## src/rtl/tdm_demux_1to4.sv

```systemverilog
// rtl/tdm_demux_1to4.sv - 1-to-4 TDM demultiplexer with frame-synchronised slot counter
// Optional: define TDM_DEMUX_ERR_EN to resync and pulse frame_err on a mid-frame frame_start.
module tdm_demux_1to4 #(
  parameter int WIDTH = 1
) (
  input  logic               clk,
  input  logic               rst_n,
  input  logic [WIDTH-1:0]   din,
  input  logic               din_valid,
  input  logic               frame_start,
  output logic [4*WIDTH-1:0] data_out,
  output logic               out_valid,
  output logic [1:0]         slot,
  output logic               frame_err
);

  typedef enum logic {HUNT, COLLECT} state_t;

  state_t           state;
  logic [WIDTH-1:0] ch0, ch1, ch2;

  // Slot 3 is never stored: it goes straight from din into data_out.
  always_ff @(posedge clk or negedge rst_n) begin
    if (!rst_n) begin
      state     <= HUNT;
      slot      <= 2'd0;
      ch0       <= '0;
      ch1       <= '0;
      ch2       <= '0;
      data_out  <= '0;
      out_valid <= 1'b0;
      frame_err <= 1'b0;
    end else begin
      out_valid <= 1'b0;
      frame_err <= 1'b0;
      case (state)
        HUNT: begin
          if (din_valid && frame_start) begin
            ch0   <= din;
            slot  <= 2'd1;
            state <= COLLECT;
          end
        end
        COLLECT: begin
          if (din_valid) begin
`ifdef TDM_DEMUX_ERR_EN
            if (frame_start && slot != 2'd0) begin
              ch0       <= din;
              slot      <= 2'd1;
              frame_err <= 1'b1;
            end else begin
              case (slot)
                2'd0: ch0 <= din;
                2'd1: ch1 <= din;
                2'd2: ch2 <= din;
                default: begin
                  data_out  <= {din, ch2, ch1, ch0};
                  out_valid <= 1'b1;
                end
              endcase
              slot <= slot + 2'd1;
            end
`else
            case (slot)
              2'd0: ch0 <= din;
              2'd1: ch1 <= din;
              2'd2: ch2 <= din;
              default: begin
                data_out  <= {din, ch2, ch1, ch0};
                out_valid <= 1'b1;
              end
            endcase
            slot <= slot + 2'd1;
`endif
          end
        end
        default: state <= HUNT;
      endcase
    end
  end

endmodule

```

## config.mk

```make
export PLATFORM = sky130hd
export DESIGN_NAME = tdm_demux_1to4
export DESIGN_NICKNAME = d
export VERILOG_FILES = /design/src/rtl/tdm_demux_1to4.sv
export SDC_FILE = /design/constraint.sdc
export NUM_CORES = 1
export LEC_CHECK = 0
export BUFFER_PORTS_ARGS = -buffer_cell sky130_fd_sc_hd__buf_2
export CORE_AREA = 4 4 41 43
export DETAILED_ROUTE_END_ITERATION = 7
export DIE_AREA = 0 0 45 47
export GPL_ROUTABILITY_DRIVEN = 0
export MAX_ROUTING_LAYER = met4
export PLACE_DENSITY_LB_ADDON = 0.05
export SLEW_MARGIN = 25
export SYNTH_ARGS = -nofsm -noshare
export SYNTH_HDL_FRONTEND = slang
export SYNTH_SLANG_ARGS = --single-unit
```

## constraint.sdc

```tcl
create_clock -name clk -period 1.52 [get_ports clk]
set_input_delay 0.228 -clock clk [delete_from_list [all_inputs] [get_ports clk]]
set_output_delay 0.228 -clock clk [all_outputs]
set_load 0.05 [all_outputs]
```

==> results of run 1 <==
==> cells by family (layout without fill, tap and decap cells) <==
| group | after synthesis | in the layout | synth area share, % |
|---|---|---|---|
| multiplexers | 8 | 8 | 18.79 |
| flip-flops | 11 | 11 | 53.01 |
| buffers and inverters | 5 | 19 | 5.783 |
| adder cells (fa/ha/maj) | 4 | 4 | 9.639 |
| other | 1 | 1 | 0.7222 |
| AND/OR/NAND/NOR | 5 | 5 | 6.507 |
| AO/OA/AOI/OAI | 4 | 4 | 5.541 |
==> repair_timing <==
item | 4_1_cts | 5_1_grt
hold endpoints to repair | 11 | 0
setup endpoints to repair | 0 | 0
hold buffers | 1 | 0
setup buffers | 0 | 0
==> cells in the mapped netlist <==
library cell,number
a21o_2,1
nand2_2,1
o21ai_0,1
and3_2,1
buf_6,1
nand3_2,1
dfrtp_1,11
nand3_1,2
mux2_2,6
buf_4,1
a32o_1,1
conb_1,1
a21oi_1,1
inv_1,3
ha_1,4
mux2_4,2
==> through the flow <==
stage | hold slack, ns | utilization [%]
final | 0.1992 | 47.31
after global routing | 0.1808 | 47.31
after CTS | 0.1936 | 47.31
after detailed placement | 0.1097 | 44.52
after global placement | 0.1024 | 44.52
after floorplan | -0.06759 | -
==> power by group through the flow <==
stage	clock (W)	combinational [W]	sequential, W
final	0.000192	0.000608	0.000481
after global routing	0.000226	0.000641	0.000494
after CTS	0.000201	0.000616	0.000483
after detailed placement	0	0.000613	0.000489
after global placement	0	0.000600	0.000480
after floorplan	0	0.000206	0.000754
==> final cells by class <==
class	count	area, um^2	area share, %
clock buffers	4	26.28	4.268
multi-input cells	22	216.5	35.16
flip-flops and latches	11	277.8	45.12
well taps	15	18.77	3.049
inverters	3	11.26	1.829
repair buffers	12	65.06	10.57
==> worst max path at each step <==
stage,from,end,slack [ns],cells past startpoint
floorplan,slot[0]$_DFFE_PN0P_,ch0$_DFFE_PN0P_,0.01,5
finish,slot[0]$_DFFE_PN0P_,ch0$_DFFE_PN0P_,0.17,5
detailed placement,slot[0]$_DFFE_PN0P_,ch0$_DFFE_PN0P_,0.16,5
CTS,slot[0]$_DFFE_PN0P_,ch0$_DFFE_PN0P_,0.16,5
global placement,slot[0]$_DFFE_PN0P_,ch0$_DFFE_PN0P_,0.20,5
global route,slot[0]$_DFFE_PN0P_,ch0$_DFFE_PN0P_,0.13,5
==> metal layers <==
layer / global-route usage [%] / vias up / wire [um] / share of wire (%)
li1: - / 153 / - / -
met1: 9.670 / 164 / 353 / 41
met2: 15.25 / 12 / 428 / 50
met3: 4.598 / 0 / 82 / 9.5
met4: 3.509 / 0 / 0 / 0
met5: - / - / 0 / 0
==> flip-flops by register name (all words and copies together), names as in the netlist <==
signal / cells
data_out: 4
slot: 2
ch0: 1
out_valid: 1
ch1: 1
ch2: 1
state: 1
==> layout by cell type, fill, tap and decap left out <==
cell / instances
dlygate4sd3_1: 1
nand3_1: 2
a32o_1: 1
nand3_2: 1
and3_2: 1
nand2_2: 1
inv_1: 1
o21ai_0: 1
dfrtp_2: 2
a21o_2: 1
mux2_4: 2
inv_2: 2
buf_2: 11
ha_1: 3
dfrtp_1: 9
mux2_2: 6
ha_2: 1
a21oi_1: 1
conb_1: 1
clkbuf_1: 1
clkbuf_4: 3
==> results.tsv, run 1 <==
stage	metric	value	unit
detailed_routing	firstDrtPassIters	4	
floorplanning	die_h	47	um
floorplanning	io_pins	13	
layout	fin_cells	67	
grt	grt_pass1_vias	301	
sta	timing.setup.tns	0	ns
sta	drv_slew	0	
detailed_routing	wl_per_cell	12.90	um
place	post-place-ws	0.1615	ns
critical_path	reg2reg_slack	0.17	ns
logic_synthesis	netlist.area_leader.share	53.01	%
logic_synthesis	syn_inst	38	
detailed_routing	drc	0	
grt	grt_max_degree	12	
detailed_routing	dr.first_iter.drc_count	7	
pwr	p_per_area	2081	nW/um^2
layout	postLayoutCellArea	615.6	um^2
run	max_cap_viol_count	0	
logic_synthesis	synth-warning-count	0	
logic_synthesis	syn_area_per_cell	13.66	um^2
sta	post-route-period-util	89.09	%
grt	track_usage	9.339	%
cts	cts_resized	0	
detailed_routing	via_count	329	
floorplanning	die_area	2115	um^2
cts	numCtsBuffers	3	
sta	hold_viol_final	0	
logic_synthesis	synth_cell_type_count	16	
hold_path	hp-class	in2reg	
hold_path	worstHoldStart	frame_start	
pwr	finalPower	0.001281	W
detailed_routing	postRouteAntennaNets	0	
logic_synthesis	synthTopCellsByArea	dfrtp_1, mux2_2, ha_1	
pwr	max-vdd-ir-drop	0.0008089	V
pwr	power.internal	0.0007204	W
cts	cts.sinks	11	
hold_path	hold_end	state$_DFF_PN0_	
pwr	total_leakage_power	0.3058	nW
sta	grt_setup_unrepaired	no	
cts	tritoncts	yes	
critical_path	critical_path.top_delay_family	multiplexers	
critical_path	critPathMaxFanout	5	
floorplanning	initial_core_util	39.90	%
sta	finClkSkew	0.003478	ns
critical_path	crit_chain	inv_2 -> ha_2 -> mux2_4 -> nand2_2 -> mux2_4	
critical_path	crit_path_frequent_cell	mux2_4	
outcome	status	finished, final reports clean	
floorplanning	core	1301	um^2
layout	diodes	0	
critical_path	rr_endpoint	ch0$_DFFE_PN0P_	
detailed_routing	totalWireLength	864	um
layout	nNetsFinal	62	
pwr	power_frac_seq	37.5	%
place	hpwl	678.2	um
sta	worst_slack	0.1658	ns
critical_path	crit_arrival	1.50	ns
pwr	p_sw_share	43.76	%
place	dp.cells	62	
cts	cts_root_buf	clkbuf_4	
sta	setup_viol	0	
critical_path	reg2reg_depth	5	
floorplanning	num_rows	13	
detailed_routing	vias_per_cell	4.910	
sta	max_freq	738.5	MHz
hold_path	holdPathStages	2	
pwr	clkPwrFrac	15.0	%
logic_synthesis	synth_nets	47	
cts	clk-insertion-delay-late	0.26	ns
place	postPlaceCellArea	579.3	um^2
place	portBuffers	11	
cts	cts-htree-levels	1	
grt	antenna_found_initial	0	
logic_synthesis	synth-seq-cells	11	
floorplanning	dieWidth	45	um
critical_path	cp-end-kind	flop	
layout	drive_gt1_share	59.62	%
logic_synthesis	synth_area_leader_cell	dfrtp_1	
layout	areaGrowthSynthToFinish	18.55	%
critical_path	rr_startpoint	slot[0]$_DFFE_PN0P_	
cts	clockBufferDepth	2	
sta	fin_crit	1.354	ns
critical_path	path_class	reg2reg	
pwr	power_switching	0.0005606	W
grt	grt_overflow	0	
critical_path	crit_slowest_cell	dfrtp_2	
critical_path	cpPeakStageDelay	0.40	ns
layout	n_fill_cell	131	
logic_synthesis	syn_area	519.2	um^2
logic_synthesis	ys_seq_area_share	53.01	%
critical_path	critical_path_buf_inv_count	1	
critical_path	critical_path.startpoint_type	flop	
cts	clk_pin_slew	0.07	ns
critical_path	cp.required	1.67	ns
pwr	p_comb_share	47.5	%
grt	grt_pass1_wl	1.317	mm
Power figures use the tool's default switching activity.
==> run 2, diff against run 1 <==
--- a/config.mk
+++ b/config.mk
@@ -7,6 +7,7 @@
 export LEC_CHECK = 0
 export BUFFER_PORTS_ARGS = -buffer_cell sky130_fd_sc_hd__buf_2
 export CORE_AREA = 4 4 41 43
+export CTS_BUF_LIST = sky130_fd_sc_hd__clkbuf_8
 export DETAILED_ROUTE_END_ITERATION = 7
 export DIE_AREA = 0 0 45 47
 export GPL_ROUTABILITY_DRIVEN = 0
==> run 2 against run 1 <==
Compared with the run above: core utilization grew 1.4 points; global-route usage grew 0.58 points; critical endpoint unchanged; first-iteration DRC count shrank 14%; combinational power is essentially flat; critical path depth is the same; clock-buffer cell count shrank 1; die area is the same; power grew 6.9%; sequential share of layout area shrank 1.3 points; final cell count is the same; sequential power is essentially flat.
==> results.tsv, run 2 (synthesis gave the netlist of run 1 again) <==
stage	metric	value	unit	change
grt	grt_max_degree	12		unchanged
layout	areaGrowthSynthToFinish	22.17	%	
layout	nNetsFinal	62		unchanged
detailed_routing	vias_per_cell	4.985		+1.5%
sta	holdWs	0.2320	ns	+0.03283 ns
detailed_routing	via_count	334		+1.5%
cts	holdBufCountCts	1		unchanged
cts	numCtsBuffers	3		unchanged
cts	tritoncts	yes		
sta	hold_viol_final	0		unchanged
pwr	power.internal	0.0007969	W	+11%
pwr	p_per_area	2158	nW/um^2	+3.7%
critical_path	path_class	reg2reg		
floorplanning	io_pins	13		unchanged
pwr	finalPower	0.001369	W	+6.9%
pwr	clkPwrFrac	20.2	%	+5.2 points
detailed_routing	dr.first_iter.drc_count	6		-1
cts	clockBufferDepth	2		unchanged
detailed_routing	wl_per_cell	13.31	um	+3.2%
critical_path	cp.required	1.64	ns	-0.03 ns
grt	grt_pass1_wl	1.359	mm	+3.2%
floorplanning	die_h	47	um	unchanged
layout	largest_register_ffs	4		unchanged
layout	layout_common_cells	buf_2, dfrtp_1, mux2_2		
hold_path	hp-class	in2reg		
sta	post-route-period-util	89.03	%	about the same
pwr	p_comb_share	44.6	%	-2.9 points
layout	drive_gt1_share	59.62	%	unchanged
layout	reg.largest.list	data_out (4), slot (2)		
cts	clk-insertion-delay-late	0.23	ns	-0.03 ns
cts	cts-htree-levels	1		unchanged
grt	grt_overflow	0		unchanged
sta	finClkSkew	0.002173	ns	-0.001305 ns
sta	fin_crit	1.353	ns	-0.0009930 ns
grt	grt_pass1_vias	310		+3.0%
critical_path	cp-end-kind	flop		
place	portBuffers	11		unchanged
sta	grt_setup_unrepaired	no		
critical_path	critical_path.startpoint_type	flop		
floorplanning	dieWidth	45	um	unchanged
detailed_routing	totalWireLength	892	um	+3.2%
grt	track_usage	9.917	%	+0.58 points
detailed_routing	firstDrtPassIters	4		unchanged
cts	cts_setup_buffers	0		unchanged
floorplanning	num_rows	13		unchanged
pwr	max-vdd-ir-drop	0.001164	V	+44%
detailed_routing	postRouteAntennaNets	0		unchanged
layout	final_common_cell	buf_2		
cts	cts_resized	0		unchanged
cts	cts_root_buf	clkbuf_8		
cts	cts.sinks	11		unchanged
sta	setup_viol	0		unchanged
pwr	power_frac_seq	35.3	%	-2.2 points
pwr	total_leakage_power	0.3177	nW	+3.9%
grt	antenna_found_initial	0		unchanged
pwr	p_sw_share	41.77	%	-2.0 points
floorplanning	core	1301	um^2	unchanged
layout	top_register	data_out		
outcome	status	finished, final reports clean		
place	hpwl	678.2	um	unchanged
detailed_routing	drc	0		unchanged
cts	clk_pin_slew	0.05	ns	-0.02 ns
floorplanning	die_area	2115	um^2	unchanged
sta	timing.setup.tns	0	ns	unchanged
floorplanning	initial_core_util	39.90	%	unchanged
critical_path	crit_arrival	1.47	ns	-0.03 ns
layout	diodes	0		unchanged
sta	max_freq	739.0	MHz	about the same
run	max_cap_viol_count	0		unchanged
sta	drv_slew	0		unchanged
critical_path	critPathMaxFanout	5		unchanged
pwr	power_switching	0.0005718	W	+2.0%
[run 2: changes by cell type in the layout (fill, tap and decap cells not counted), sizes merged]
| cell | before | now |
|---|---|---|
| inv | 3 | 4 |
| clkbuf | 4 | 3 |
[run 2: power by group through the flow]
| stage | registers, W | clock network [W] | logic (W) |
|---|---|---|---|
| after floorplan | 0.000754 | 0 | 0.000206 |
| after global placement | 0.000480 | 0 | 0.000600 |
| after detailed placement | 0.000489 | 0 | 0.000613 |
| after CTS | 0.000484 | 0.000288 | 0.000617 |
| after global routing | 0.000497 | 0.000317 | 0.000642 |
| final | 0.000483 | 0.000276 | 0.000610 |
[run 2: critical path, cell delays in order (launching register included)]
cell     delay (ns)
dfrtp_2        0.40
inv_2          0.06
ha_2           0.17
mux2_4         0.25
nand2_2        0.07
mux2_4         0.29
[run 2: metal layers]
| layer | global-route usage, % | vias up | share of wire (%) |
|---|---|---|---|
| met5 | - | - | 0 |
| met4 | 5.263 | 0 | 0 |
| met3 | 4.598 | 0 | 8.2 |
| met2 | 15.54 | 14 | 49 |
| met1 | 10.38 | 167 | 43 |
| li1 | - | 153 | - |
[run 2: final timing paths]
path	slack [ns]	start	cells after the start	to
worst max-delay path	0.17	slot[0]$_DFFE_PN0P_	5	ch0$_DFFE_PN0P_
worst min-delay path	0.23	frame_start	2	state$_DFF_PN0_
worst max register to register	0.17	slot[0]$_DFFE_PN0P_	5	ch0$_DFFE_PN0P_
worst min register to register	0.50	data_out[0]$_DFFE_PN0P_	1	data_out[0]$_DFFE_PN0P_
max in group asynchronous	0.92	rst_n	2	slot[0]$_DFFE_PN0P_
min in group asynchronous	0.39	rst_n	2	state$_DFF_PN0_
[run 2: final cells by class]
| cell class | count | area [um^2] |
|---|---|---|
| inverter | 3 | 11.26 |
| clock inverter | 1 | 3.754 |
| sequential | 11 | 277.8 |
| fill | 125 | 666.9 |
| tap | 15 | 18.77 |
| clock buffer | 3 | 41.29 |
| multi-input combinational | 22 | 216.5 |
| timing repair buffer | 12 | 65.06 |
[run 2: stage by stage]
step	instances	area, um^2	util [%]	worst slack (ns)
2_1_floorplan	38	524.3	-	0.01265
3_3_place_gp	62	579.3	44.52	0.2032
3_5_place_dp	62	579.3	44.52	0.1615
4_1_cts	67	634.4	48.75	0.1613
5_1_grt	67	634.4	48.75	0.1240
6_report	67	634.4	48.75	0.1668
